==> config.mk <==
export PLATFORM = sky130hd
export DESIGN_NAME = xg_tx_frame_arbiter
export DESIGN_NICKNAME = d
export VERILOG_FILES = /design/src/rtl/xg_tx_frame_arbiter.sv
export SDC_FILE = /design/constraint.sdc
export NUM_CORES = 1
export LEC_CHECK = 0
export CAP_MARGIN = 20
export CORE_AREA = 10 10 147 149
export DETAILED_ROUTE_END_ITERATION = 12
export DIE_AREA = 0 0 157 159
export PLACE_DENSITY = 0.64
export SLEW_MARGIN = 0
export SYNTH_ARGS = -nofsm -noshare
export SYNTH_HDL_FRONTEND = slang
export SYNTH_SLANG_ARGS = --single-unit
==> constraint.sdc <==
create_clock -name clk -period 2.8 [get_ports clk]
set_input_delay 0.7 -clock clk [delete_from_list [all_inputs] [get_ports clk]]
set_output_delay 0.7 -clock clk [all_outputs]
set_load 0.02 [all_outputs]
==> src/rtl/xg_tx_frame_arbiter.sv <==
// rtl/xg_tx_frame_arbiter.sv - frame-atomic round-robin arbiter for the 64-bit XGMII MAC TX stream
module xg_tx_frame_arbiter #(
    parameter int N_SRC      = 4,
    parameter int IFG_CYCLES = 2,
    parameter int CNT_W      = 16
) (
    input  logic                 clk,
    input  logic                 rst,
    input  logic                 en,
    input  logic [N_SRC-1:0]     s_tvalid,
    output logic [N_SRC-1:0]     s_tready,
    input  logic [64*N_SRC-1:0]  s_tdata,
    input  logic [8*N_SRC-1:0]   s_tkeep,
    input  logic [N_SRC-1:0]     s_tlast,
    input  logic [N_SRC-1:0]     s_tuser,
    output logic                 m_tvalid,
    input  logic                 m_tready,
    output logic [63:0]          m_tdata,
    output logic [7:0]           m_tkeep,
    output logic                 m_tlast,
    output logic                 m_tuser,
    output logic [2:0]           grant_id,
    output logic                 busy,
    output logic [CNT_W-1:0]     frame_cnt
);

    typedef enum logic [1:0] {
        ARB  = 2'd0,
        XFER = 2'd1,
        GAP  = 2'd2
    } state_t;

    state_t      state;
    state_t      state_nxt;
    logic [2:0]  last_grant;
    logic [3:0]  gap_cnt;

    logic        pick_hi_found;
    logic [2:0]  pick_hi_id;
    logic        pick_lo_found;
    logic [2:0]  pick_lo_id;
    logic        pick_found;
    logic [2:0]  pick_id;

    logic        sel_tvalid;
    logic [63:0] sel_tdata;
    logic [7:0]  sel_tkeep;
    logic        sel_tlast;
    logic        sel_tuser;

    logic        grant_now;
    logic        frame_done;

    // Round robin: the lowest index above last_grant wins; otherwise wrap to
    // the lowest index at or below it. Scanning downward leaves the lowest hit.
    always_comb begin
        pick_hi_found = 1'b0;
        pick_hi_id    = '0;
        pick_lo_found = 1'b0;
        pick_lo_id    = '0;
        for (int i = N_SRC - 1; i >= 0; i--) begin
            if (s_tvalid[i]) begin
                if (3'(i) > last_grant) begin
                    pick_hi_found = 1'b1;
                    pick_hi_id    = 3'(i);
                end else begin
                    pick_lo_found = 1'b1;
                    pick_lo_id    = 3'(i);
                end
            end
        end
        pick_found = pick_hi_found | pick_lo_found;
        pick_id    = pick_hi_found ? pick_hi_id : pick_lo_id;
    end

    always_comb begin
        sel_tvalid = 1'b0;
        sel_tdata  = '0;
        sel_tkeep  = '0;
        sel_tlast  = 1'b0;
        sel_tuser  = 1'b0;
        for (int i = 0; i < N_SRC; i++) begin
            if (grant_id == 3'(i)) begin
                sel_tvalid = s_tvalid[i];
                sel_tdata  = s_tdata[64*i +: 64];
                sel_tkeep  = s_tkeep[8*i +: 8];
                sel_tlast  = s_tlast[i];
                sel_tuser  = s_tuser[i];
            end
        end
    end

    assign grant_now  = (state == ARB) && en && pick_found;
    assign frame_done = (state == XFER) && sel_tvalid && m_tready && sel_tlast;

    always_comb begin
        state_nxt = state;
        m_tvalid  = 1'b0;
        s_tready  = '0;
        case (state)
            ARB: begin
                if (grant_now) begin
                    state_nxt = XFER;
                end
            end
            XFER: begin
                m_tvalid = sel_tvalid;
                for (int i = 0; i < N_SRC; i++) begin
                    s_tready[i] = (grant_id == 3'(i)) && m_tready;
                end
                if (frame_done) begin
                    state_nxt = (IFG_CYCLES > 0) ? GAP : ARB;
                end
            end
            GAP: begin
                if (gap_cnt <= 4'd1) begin
                    state_nxt = ARB;
                end
            end
            default: state_nxt = ARB;
        endcase
    end

    // Data lanes are steered but not gated; consumers qualify with m_tvalid.
    assign m_tdata = sel_tdata;
    assign m_tkeep = sel_tkeep;
    assign m_tlast = sel_tlast;
    assign m_tuser = sel_tuser;
    assign busy    = (state != ARB);

    always_ff @(posedge clk) begin
        if (rst) begin
            state      <= ARB;
            grant_id   <= '0;
            last_grant <= 3'(N_SRC - 1);
            gap_cnt    <= '0;
            frame_cnt  <= '0;
        end else begin
            state <= state_nxt;
            if (grant_now) begin
                grant_id   <= pick_id;
                last_grant <= pick_id;
            end
            if (frame_done) begin
                frame_cnt <= frame_cnt + 1'b1;
                gap_cnt   <= 4'(IFG_CYCLES);
            end else if (state == GAP) begin
                gap_cnt <= gap_cnt - 4'd1;
            end
        end
    end

endmodule

After elaboration in Yosys (flattened, before gate mapping)

Index checks and enable logic that the tools add are counted.

Output and inout port bits: 99
Register bits: 28
Memories kept: 0
Memory bits (writable): 0
Latch bits: 0
ROM bits: 0
Bits of input ports: 304
Logic and storage cells: 98

Divide/modulo/power cells: 0
Reduce and logical (&&, ||, !) cells: 15
$mul: 0
Bitwise logic cells: 1
Magnitude comparators: 5
Muxes and demuxes: 61
Add/subtract/negate cells: 2
Shift-type cells: 0
Eq/ne operators: 8

Operator list:

| cell                                                                           | number |
|---|---|
| 64-bit two-way mux                                                             | 4 |
| 3-bit two-way mux                                                              | 13 |
| 8-bit two-way mux                                                              | 4 |
| 1-bit two-way mux                                                              | 29 |
| 2-bit two-way mux                                                              | 9 |
| 16-bit by 1-bit adder with 16-bit output, second input constant                | 1 |
| 1-bit logical AND                                                              | 9 |
| 3-bit by 2-bit == test with 1-bit output, second input constant                | 2 |
| 1-bit by 3-bit greater-than comparator with 1-bit output, first input constant | 2 |
| 2-bit by 3-bit greater-than comparator with 1-bit output, first input constant | 2 |
| 2-bit inequality test, second input constant                                   | 3 |
| 2-bit case mux with 3 select lines                                             | 1 |
| 4-bit by 1-bit <= comparator with 1-bit output, second input constant          | 1 |
| 4-bit two-way mux                                                              | 1 |
| 2-bit nonzero test                                                             | 2 |
| 4-bit by 1-bit subtractor with 4-bit output, second input constant             | 1 |
| 3-bit by 1-bit == test with 1-bit output, second input constant                | 1 |
| 3-bit logical NOT                                                              | 1 |
| 3-bit AND reduction                                                            | 1 |
| 2-bit by 1-bit == test with 1-bit output, second input constant                | 1 |
| 2-bit == test, second input constant                                           | 1 |
| 2-bit logical NOT                                                              | 1 |
| 2-bit OR reduction                                                             | 1 |
| 1-bit OR                                                                       | 1 |

Logic depth before layout (Yosys ltp)

Depth after elaboration: 13
Gate-level depth with buffers: 7
Mapped depth without buffers: 5

Worst setup path after synthesis

Ideal clock, no wire load.

Path kind: flip-flop to output port
From: reg grant_id[0]
To: out m_tdata[27]
Arrival time: 1774 ps
Setup slack: 326 ps
Stages on the path, launching flop included: 5
Cells stage by stage: dfxtp_1 -> buf_6 -> buf_2 -> buf_2 -> mux4_2

Word-level cells in the longest chain between the ends: 5
Elaborated cells between the ends (all ways): 8
Those cells by class: 3 x eq/ne; 4 x mux; 1 x reduce/logical

Ends and longest elaborated chain:

| what                             | RTL line | RTL |
|---|---|---|
| from (decl)                      | 22       | `output logic [2:0] grant_id,` |
| from (signal assigned)           | 141      | `grant_id <= pick_id;` |
| 3-bit logical NOT                | 83       | `if (grant_id == 3'(i)) begin` |
| 64-bit two-way mux (3 in series) | 83       |  |
| 64-bit two-way mux *             | 83       |  |
| to (decl)                        | 18       | `output logic [63:0] m_tdata,` |

Every way passes the cells marked *; elsewhere a longest branch is shown, timed or not.

Worst setup path after layout

From: in s_tdata[182]
To: out m_tdata[54]

Word-level cells in the longest chain between the ends: 2

Ends and longest elaborated chain:

| what                             | RTL line | RTL |
|---|---|---|
| from (decl)                      | 12       | `input logic [64*N_SRC-1:0] s_tdata,` |
| 64-bit two-way mux (2 in series) | 83       |  |

No other way between the ends.

==> reports/qor.yml <==
outcome: "complete, no violations"
grt_pass1_wl_um: 34620
nets: 982
fin_tns_setup_ns: 0
wl_um: 25200
fin_ws_ns: 0.08397
ios: 403
hp-class: "register to register"
seqCellArea_sq_um: 528.0
min_to: "frame_cnt[5]"
dp_slack_ns: -0.2562
rsz0062_at_grt: "false"
synth.avg_cell_area_sq_um: 11.92
setup_viol: 0
rr_worst_depth: 7
place.gp.congestion: 0.9640
ant_nets: 0
via_count: 4475
htree_levels: 1
p_leak_nw: 2.763
grt_overflow: 0
synth-seq-area-share_pct: 15.88
yosys_most_used_dff: "dfxtp_1"
cts_tree: "built"
r2r-end: "frame_cnt[2]"
drtPass1Iterations: 4
port_buffers: 401
syn-num-nets: 582
slew_viol_final: 0
via_per_inst: 4.891
finalHoldViolCount: 0
fin_util_pct: 41.25
initial_core_util_pct: 17.64
hpwl_um: 22330
fp.dieW_um: 157
min_from: "frame_cnt[5]"
final_cell_area_sq_mm: 0.007665
grt_pass1_vias: 4695
max-vdd-ir-drop_mv: 0.1757
ys_seq_elements: 26
cts_sinks: 26
cts_buffer_depth: 2
ys_types: 48
cp.required_ns: 2.10
clk_pin_slew_ns: 0.06
insertion_delay_ns: 0.26
cts_buffers: 3
synth-edff-count: 0
die_area_sq_mm: 0.02496
period_minus_slack_ns: 2.716
crit_arrival_ns: 2.02
start_kind: "primary input"
post_cts_buffers: 0
synthCells: 275
core_area_sq_mm: 0.01858
final_cells: 915
period_share_pct: 97.00
p_total_mw: 2.229
drt_iter0_markers: 201
syn2layout_area_growth_pct: 133.9
crit_type: "primary input to output pin"
placed_cells_incl_taps: 904
cap_violations: 0
std_cell_rows: 50
root_buffer: "clkbuf_16"
multi_input_area_sq_mm: 0.002579
post_dp_cell_area_sq_mm: 0.007675
nFillCells: 1770
drive_gt1_share_pct: 17.21
track_usage_pct: 18.73
drc: 0
skew_ns: 0.001701
grt_antenna_before_repair: 8
cp_max_fo: 1
p_per_area_mw_per_mm2: 290.8
grt_max_degree: 34
detail_route.wl_per_cell_um: 27.54
min_path_cells: 2
r2r_slack_ns: 0.58
max_freq_mhz: 368.2
whs_ns: 0.5121
rr_startpoint: "grant_id[1]"
critPathCaptureType: "output pin"
synthArstFlopShare_pct: 0
die_y_um: 159
netlist_area_sq_mm: 0.003277
ys.warnings.count: 0
[critical path, stage by stage]
cell and delay (ns):
clkdlybuf4s50_1 0.48, mux4_2 0.48, dlygate4sd2_1 0.35
[flip-flops by register name (all words and copies together) (netlist names)]
| register | count |
|---|---|
| frame_cnt | 16 |
| gap_cnt | 4 |
| grant_id | 2 |
| last_grant | 2 |
| state | 2 |
[final cells by class]
class / instances / area share (%)
antenna: 7 / 0.2285
clock buffer: 3 / 0.9794
clock inverter: 1 / 0.04897
inverter: 7 / 0.3428
multi-input combinational: 212 / 33.64
sequential: 26 / 6.889
tap: 234 / 3.820
timing repair buffer: 425 / 54.05
[synth_stat cells, types with 2 or more instances]
library cell / instances / share of area, %
o21ai_0: 7 / 1.1
or4_1: 9 / 2.1
ha_1: 3 / 1.1
nor3_1: 5 / 0.76
nand3b_1: 2 / 0.46
and3_1: 2 / 0.38
mux4_2: 73 / 50
inv_1: 7 / 0.80
buf_1: 3 / 0.34
xor2_1: 2 / 0.53
buf_2: 7 / 1.1
a21oi_1: 15 / 2.3
mux2i_1: 4 / 1.2
nor2_1: 17 / 1.9
nand4_1: 6 / 1.1
nand2_1: 10 / 1.1
buf_4: 4 / 0.92
nand2b_1: 3 / 0.57
clkbuf_1: 14 / 1.6
nor4_1: 3 / 0.57
o211a_1: 2 / 0.61
and2_1: 3 / 0.57
mux2_1: 4 / 1.4
and4_1: 2 / 0.53
o31ai_1: 9 / 2.1
dfxtp_1: 26 / 16
nand3_1: 5 / 0.76
buf_6: 2 / 0.69
nor2b_1: 7 / 1.3
[what timing repair did]
action                                  CTS  global route
resized for setup                        76             6
hold buffers                              0             0
endpoints found under the setup margin   76             3
[where the power goes]
part | switching, mW | internal (mW) | total [mW]
combinational | 0.650 | 0.866 | 1.52
sequential | 0.0184 | 0.380 | 0.399
clock | 0.123 | 0.191 | 0.314
total | 0.792 | 1.44 | 2.23
[worst max-delay path by stage]
stage               slack, ns          end         start
floorplan                0.33  m_tdata[27]   grant_id[0]
global placement        -0.28  s_tready[1]      m_tready
detailed placement      -0.26  s_tready[1]      m_tready
CTS                     0.009     m_tvalid   s_tvalid[0]
global route             0.06  m_tdata[49]  s_tdata[177]
finish                   0.08  m_tdata[54]  s_tdata[182]
[layout by cell type, fill, tap and decap left out, drive strengths merged, types with 3 or more instances in the layout]
cell | Yosys | layout
ha | 3 | 3
and2 | 3 | 3
clkdlybuf4s50 | 0 | 322
mux2i | 4 | 4
mux2 | 5 | 5
diode | 0 | 7
nor2b | 7 | 7
a21oi | 15 | 15
or4 | 9 | 9
buf | 16 | 27
clkbuf | 14 | 6
nand4 | 6 | 6
nand3 | 5 | 5
nor4 | 4 | 4
nand2 | 10 | 10
o21ai | 7 | 7
nor2 | 17 | 17
nor3 | 5 | 5
dlygate4sd2 | 0 | 73
nand2b | 4 | 4
dfxtp | 26 | 26
inv | 7 | 7
mux4 | 73 | 73
o31ai | 9 | 9
[logic make-up (layout without fill, tap and decap cells)]
group	after synthesis	count (layout)	share of synthesized area (%)
adders and majority gates	3	3	1.146
muxes	82	82	53.11
other	1	8	0.1144
xor gates and xnor gates	3	3	0.8020
DFF	26	26	15.88
buffers and inverters	37	436	5.422
AOI/OAI and AO/OA	43	43	9.316
and+or+nand+nor	80	80	14.20
[per-layer routing]
layer  part of all wire [%]  vias up  routed length, um  GRT usage [%]
li1                       -     1962                  -              -
met1                     35     2254               8706          19.63
met2                     55      237              13780          35.19
met3                    9.3       20               2349          5.774
met4                    1.4        2                357          4.249
met5                  0.048        -                 12              0
Power figures use the tool's default switching activity.
